--- src/rtl/hash_ingest.sv ---
// hash_ingest: packs WORD_W stream beats into HASH_W hashes, writes them to the hash memory
// and launches reordering at frame end. Optional checksum word: HASH_INGEST_CHECKSUM_EN.
module hash_ingest #(
    parameter int unsigned WORD_W     = 32,
    parameter int unsigned HASH_W     = 256,
    parameter int unsigned IDX_W      = 16,
    parameter int unsigned MAX_IMAGES = 65535
) (
    input  logic              clk,
    input  logic              reset,
    input  logic              s_valid,
    output logic              s_ready,
    input  logic [WORD_W-1:0] s_data,
    input  logic              s_last,
    output logic              mem_we,
    output logic [IDX_W-1:0]  mem_addr,
    output logic [HASH_W-1:0] mem_wdata,
    output logic [IDX_W-1:0]  num_images,
    output logic              start,
    input  logic              busy,
    output logic              err_short,
`ifdef HASH_INGEST_CHECKSUM_EN
    output logic              err_checksum,
`endif
    output logic              err_overflow
);

    localparam int unsigned BEATS  = HASH_W / WORD_W;
`ifdef HASH_INGEST_CHECKSUM_EN
    localparam int unsigned NBEATS = BEATS + 1;
`else
    localparam int unsigned NBEATS = BEATS;
`endif
    localparam int unsigned BEAT_W = (NBEATS > 1) ? $clog2(NBEATS) : 1;

    localparam logic [1:0] FILL   = 2'd0;
    localparam logic [1:0] LAUNCH = 2'd1;
    localparam logic [1:0] HOLD   = 2'd2;

    logic [1:0]        state_q, state_d;
    logic [BEAT_W-1:0] beat_q, beat_d;
    logic [IDX_W-1:0]  count_q, count_d;
    logic [HASH_W-1:0] hash_q, hash_d;
    logic              done_q, done_d;
    logic              first_q, first_d;
    logic              seen_q, seen_d;

    logic              s_ready_d, mem_we_d, start_d;
    logic [IDX_W-1:0]  mem_addr_d, num_images_d;
    logic [HASH_W-1:0] mem_wdata_d;
    logic              err_short_d, err_overflow_d;
`ifdef HASH_INGEST_CHECKSUM_EN
    logic [WORD_W-1:0] xor_q, xor_d;
    logic              err_checksum_d;
`endif

    logic              accept;
    logic              last_beat;
    logic [HASH_W-1:0] hash_c;

    assign accept    = s_valid && s_ready;
    assign last_beat = (beat_q == BEAT_W'(NBEATS - 1));

    // Current hash with the incoming word merged in at its beat slot (beat 0 = LSBs)
    always_comb begin
        hash_c = hash_q;
        for (int k = 0; k < int'(BEATS); k++) begin
            if (beat_q == BEAT_W'(k)) begin
                hash_c[k*WORD_W +: WORD_W] = s_data;
            end
        end
    end

    // Next-state and registered-output logic
    always_comb begin
        state_d        = state_q;
        beat_d         = beat_q;
        count_d        = count_q;
        hash_d         = hash_q;
        done_d         = 1'b0;
        first_d        = first_q;
        seen_d         = seen_q;
        mem_we_d       = 1'b0;
        mem_addr_d     = mem_addr;
        mem_wdata_d    = mem_wdata;
        start_d        = 1'b0;
        num_images_d   = num_images;
        err_short_d    = err_short;
        err_overflow_d = err_overflow;
`ifdef HASH_INGEST_CHECKSUM_EN
        xor_d          = xor_q;
        err_checksum_d = err_checksum;
`endif

        case (state_q)
            FILL: begin
                if (done_q) begin
                    // final hash was written last cycle
                    state_d = LAUNCH;
                end else if (accept) begin
                    if (first_q) begin
                        err_short_d    = 1'b0;
                        err_overflow_d = 1'b0;
`ifdef HASH_INGEST_CHECKSUM_EN
                        err_checksum_d = 1'b0;
`endif
                    end
                    first_d = 1'b0;
                    hash_d  = hash_c;
`ifdef HASH_INGEST_CHECKSUM_EN
                    xor_d   = (beat_q == '0) ? s_data : (xor_q ^ s_data);
`endif
                    if (last_beat) begin
                        beat_d = '0;
`ifdef HASH_INGEST_CHECKSUM_EN
                        if (s_data != xor_q) begin
                            err_checksum_d = 1'b1;
                        end else
`endif
                        if (count_q == IDX_W'(MAX_IMAGES)) begin
                            err_overflow_d = 1'b1;
                        end else begin
                            mem_we_d    = 1'b1;
                            mem_addr_d  = count_q;
                            mem_wdata_d = hash_c;
                            count_d     = count_q + IDX_W'(1);
                        end
                        if (s_last) begin
                            if (count_d != '0) begin
                                done_d = 1'b1;
                            end else begin
                                first_d = 1'b1;
                            end
                        end
                    end else begin
                        beat_d = beat_q + BEAT_W'(1);
                        if (s_last) begin
                            // partial hash is dropped
                            beat_d      = '0;
                            err_short_d = 1'b1;
                            if (count_q != '0) begin
                                state_d = LAUNCH;
                            end else begin
                                first_d = 1'b1;
                            end
                        end
                    end
                end
            end
            LAUNCH: begin
                state_d = HOLD;
                seen_d  = 1'b0;
            end
            HOLD: begin
                if (busy) begin
                    seen_d = 1'b1;
                end else if (seen_q) begin
                    state_d = FILL;
                    count_d = '0;
                    beat_d  = '0;
                    seen_d  = 1'b0;
                    first_d = 1'b1;
                end
            end
            default: begin
                state_d = FILL;
            end
        endcase

        if (state_d == LAUNCH) begin
            start_d      = 1'b1;
            num_images_d = count_d;
        end
        s_ready_d = (state_d == FILL) && !done_d;
    end

    // State and output registers
    always_ff @(posedge clk) begin
        if (reset) begin
            state_q      <= FILL;
            beat_q       <= '0;
            count_q      <= '0;
            hash_q       <= '0;
            done_q       <= 1'b0;
            first_q      <= 1'b1;
            seen_q       <= 1'b0;
            s_ready      <= 1'b0;
            mem_we       <= 1'b0;
            mem_addr     <= '0;
            mem_wdata    <= '0;
            start        <= 1'b0;
            num_images   <= '0;
            err_short    <= 1'b0;
            err_overflow <= 1'b0;
`ifdef HASH_INGEST_CHECKSUM_EN
            xor_q        <= '0;
            err_checksum <= 1'b0;
`endif
        end else begin
            state_q      <= state_d;
            beat_q       <= beat_d;
            count_q      <= count_d;
            hash_q       <= hash_d;
            done_q       <= done_d;
            first_q      <= first_d;
            seen_q       <= seen_d;
            s_ready      <= s_ready_d;
            mem_we       <= mem_we_d;
            mem_addr     <= mem_addr_d;
            mem_wdata    <= mem_wdata_d;
            start        <= start_d;
            num_images   <= num_images_d;
            err_short    <= err_short_d;
            err_overflow <= err_overflow_d;
`ifdef HASH_INGEST_CHECKSUM_EN
            xor_q        <= xor_d;
            err_checksum <= err_checksum_d;
`endif
        end
    end

endmodule

--- config.mk ---
export PLATFORM = sky130hd
export DESIGN_NAME = hash_ingest
export DESIGN_NICKNAME = d
export VERILOG_FILES = /design/src/rtl/hash_ingest.sv
export SDC_FILE = /design/constraint.sdc
export NUM_CORES = 1
export LEC_CHECK = 0
export ABC_AREA = 1
export CAP_MARGIN = 5
export CORE_ASPECT_RATIO = 0.7
export CORE_MARGIN = 4
export CORE_UTILIZATION = 45
export DETAILED_ROUTE_END_ITERATION = 8
export PLACE_DENSITY = 0.68
export REMOVE_ABC_BUFFERS = 1
export SLEW_MARGIN = 20
export SYNTH_ARGS = -nofsm -noshare
export SYNTH_HDL_FRONTEND = slang
export SYNTH_SLANG_ARGS = --single-unit
--- constraint.sdc ---
create_clock -name clk -period 2.34 [get_ports clk]
set_input_delay 0.468 -clock clk [delete_from_list [all_inputs] [get_ports clk]]
set_output_delay 0.468 -clock clk [all_outputs]
set_load 0.005 [all_outputs]
==> flow_summary.yaml <==
critical_path:
  r2r_cells: 12
  arrival_ns: 2.72
  startpoint: "state_q[0]$_SDFF_PP0_"
  crit_slowest_cell: "dfxtp_1"
  cp-end-kind: "flip-flop"
  required_ns: 2.84
  path_cells: "inv_1, ha_2, inv_4, nor2_4, inv_4, nor2_8, inv_2, nor2_4, buf_12, buf_12, nor2_1, a211oi_1"
  regToRegEndpoint: "mem_wdata[191]$_SDFFE_PP0P_"
  ff2ff_setup_slack_ns: 0.12
  critPathMaxStageDelay_ns: 0.36
  worstReg2RegStart: "state_q[0]$_SDFF_PP0_"
  critical_path_class: "reg2reg"
  worstSetupStartpointType: "flip-flop"
  crit_fanout: 58
clocking:
  clock_latency_ns: 0.59
  htreeDepth: 2
  hold_buffers: 0
  cts_sinks: 573
  cts-buffers-inserted: 53
  cts_root_buffer: "clkbuf_16"
  clkSlewWorstSetupHoldPaths_ns: 0.07
  cts_buffer_depth: 3
  cts_tree: "yes"
run_status:
  status: "completed"
yosys:
  yosys_warnings: 0
  async_flop_share_pct: 0
  synthSimpleGateAreaFrac_pct: 10.68
  synth_top_family_by_area: "compound AO/OA/AOI/OAI gates"
  avgSynthCellArea_sq_um: 8.727
  synth_xor_area_share_pct: 0.07437
  yosysUniqueCellTypes: 34
  netlist_area_sq_um: 23560
  synth.area.mux_share_pct: 8.159
  synth_adder_area_share_pct: 0.6374
  postSynthCellCount: 2699
  synth_ff_type: "dfxtp_1"
  ys_seq_elements: 573
  yosysSeqAreaShare_pct: 48.70
  synth-edff-count: 0
  synth-compound-area-share_pct: 24.79
hold_path:
  hold_path.startpoint: "reset"
  hold_class: "in2reg"
  holdPathStages: 2
  whs_endpoint: "mem_wdata[103]$_SDFFE_PP0P_"
cells_and_area:
  syn2layout_area_growth_pct: 25.44
  final_cell_mix: "dfxtp_1, a21oi_1, o21ai_0, clkdlybuf4s50_1, nand2_1"
  fillers: 4457
  antennaDiodeCount: 0
  finalNetCount: 2995
  finalNonFillerCells: 3659
  layout_commonest_cell: "dfxtp_1"
  layout-drive-gt1-share_pct: 12.53
power:
  ir_worst_vdd_v: 0.0005219
  switchingPower_w: 0.005446
  seqPwrFrac_pct: 49.0
  comb_power_share_pct: 11.1
  clockPowerShare_pct: 40.0
  p_leak_nw: 11.37
  p_int_w: 0.01577
  switching_share_pct: 25.67
  p_per_area_nw_per_um2: 718.1
floorplan:
  die_h_microns: 199.4
  fp.dieW_microns: 281.5
  start_util_pct: 45.93
  core_area_sq_um: 51280
  fp.dieArea_sq_um: 56130
  placement_rows: 69
  ios: 330
sta:
  setup_viol: 0
  hold_slack_ns: 0.2147
  slew_headroom_pct: 47.50
  period_needed_ns: 2.223
  finClkSkew_ns: 0.02171
  hold_viol_final: 0
  period_share_pct: 95.01
  max_freq_mhz: 449.8
  rsz0062_at_grt: "no"
  slew_viol_final: 0
  worst_slew_pin_slew_ns: 0.7875
drt:
  ant_nets: 0
  vias: 20040
  routed_wl_microns: 68760
  drt_iter0_drc: 1565
  avgViaCountPerCell: 5.477
  dr.pass1.iters: 5
  avgRoutedWirePerCell_microns: 18.79
  drcViolationCount: 0
placement:
  placed_cells: 3563
  hpwl_microns: 44770
  gp_congestion: 0.9022
  io_buffers: 329
global_route:
  grt_first_pass_wirelength_microns: 106200
  first_global_vias: 19300
  overflow: 0
  grt_use_total_pct: 23.41
  grt_max_degree: 113
  antenna_found_initial: 0
job:
  max_cap_violations: 0
==> flip-flops by register name, indices dropped and copies added, names as in the netlist, 2 cells and up <==
register,cells
state_q,2
num_images,16
hash_q,256
count_q,16
mem_addr,16
beat_q,3
mem_wdata,256
==> cell families after synthesis <==
kind of cell	count (synthesis)
AO/OA/AOI/OAI	917
AND/OR/NAND/NOR	636
flip-flops	573
buffers and inverters	367
multiplexers	192
adder cells (fa/ha/maj)	12
XOR/XNOR	2
==> critical path: cells and delay by family, from the launching register on <==
family	cells	cell delay, ns
buffers and inverters	6	0.81
and+or+nand+nor	4	0.45
DFF	1	0.36
adders and majority gates	1	0.27
AOI/OAI and AO/OA	1	0.19
==> final cells by class <==
class                   count  area [sq um]  share of cell area, %
well taps                 674         843.3                  2.854
repair buffers            441          4573                  15.48
flip-flops and latches    573         11470                  38.83
clock buffers              78          1531                  5.183
multi-input cells        1759         10520                  35.60
inverters                 118         459.2                  1.554
clock inverters            16         147.6                 0.4997
==> stage by stage <==
stage | setup slack [ns] | setup TNS [ns] | utilization (%) | total power, W | area (sq um)
after floorplan | -15.15 | -4224.74 | - | 0.01199 | 22360
after global placement | -0.2102 | -38.77 | 54.19 | 0.01284 | 27790
after CTS | 0.03659 | 0 | 57.47 | 0.02137 | 29470
after detailed placement | -0.2520 | -45.25 | 54.19 | 0.01294 | 27790
final | 0.1168 | 0 | 57.62 | 0.02122 | 29550
after global routing | 0.0009754 | 0 | 57.62 | 0.02204 | 29550
==> worst max path at each step <==
stage | endpoint | slack, ns
2_1_floorplan | num_images[0]$_SDFFE_PP0P_ | -15.15
3_3_place_gp | mem_wdata[241]$_SDFFE_PP0P_ | -0.21
3_5_place_dp | mem_wdata[49]$_SDFFE_PP0P_ | -0.25
4_1_cts | mem_wdata[29]$_SDFFE_PP0P_ | 0.04
5_1_grt | mem_wdata[29]$_SDFFE_PP0P_ | 0.001
6_report | mem_wdata[191]$_SDFFE_PP0P_ | 0.12
==> metal layers <==
layer / track usage [%] / vias to the layer above / share of wire, %
met1: 33.44 / 9570 / 47
met4: 5.897 / 0 / 2.1
met2: 37.14 / 630 / 45
li1: - / 9733 / -
met3: 3.889 / 109 / 6.1
met5: 0 / - / 0
==> cell usage after synthesis (4+ instances only) <==
library cell,number,share of area [%]
nor2_2,4,0.11
buf_4,20,0.64
a21oi_1,359,7.6
a211oi_1,46,1.5
buf_1,18,0.29
clkbuf_1,157,2.5
ha_1,12,0.64
dfxtp_1,573,49
nor2_4,4,0.19
nor3_1,5,0.11
a22oi_1,4,0.13
a211oi_2,148,7.9
nand2_1,306,4.9
nand3_1,20,0.42
buf_2,34,0.72
inv_1,110,1.8
mux2i_1,192,8.2
nand4_1,12,0.32
buf_6,19,0.91
inv_2,6,0.096
nor2_1,280,4.5
o21ai_0,352,7.5
==> power by group through the flow <==
stage                     Clock [W]  Combinational (W)  Sequential (W)
after detailed placement          0            0.00234          0.0106
after global placement            0            0.00227          0.0106
final                       0.00848            0.00235          0.0104
after CTS                   0.00864            0.00235          0.0104
after floorplan                   0            0.00144          0.0105
after global routing        0.00904            0.00258          0.0104
==> what timing repair did <==
action	in CTS	in global routing
setup endpoints to repair	0	195
gates resized for setup	0	14
buffers inserted	0	1
Note: power is estimated with default switching activity, not from simulation.
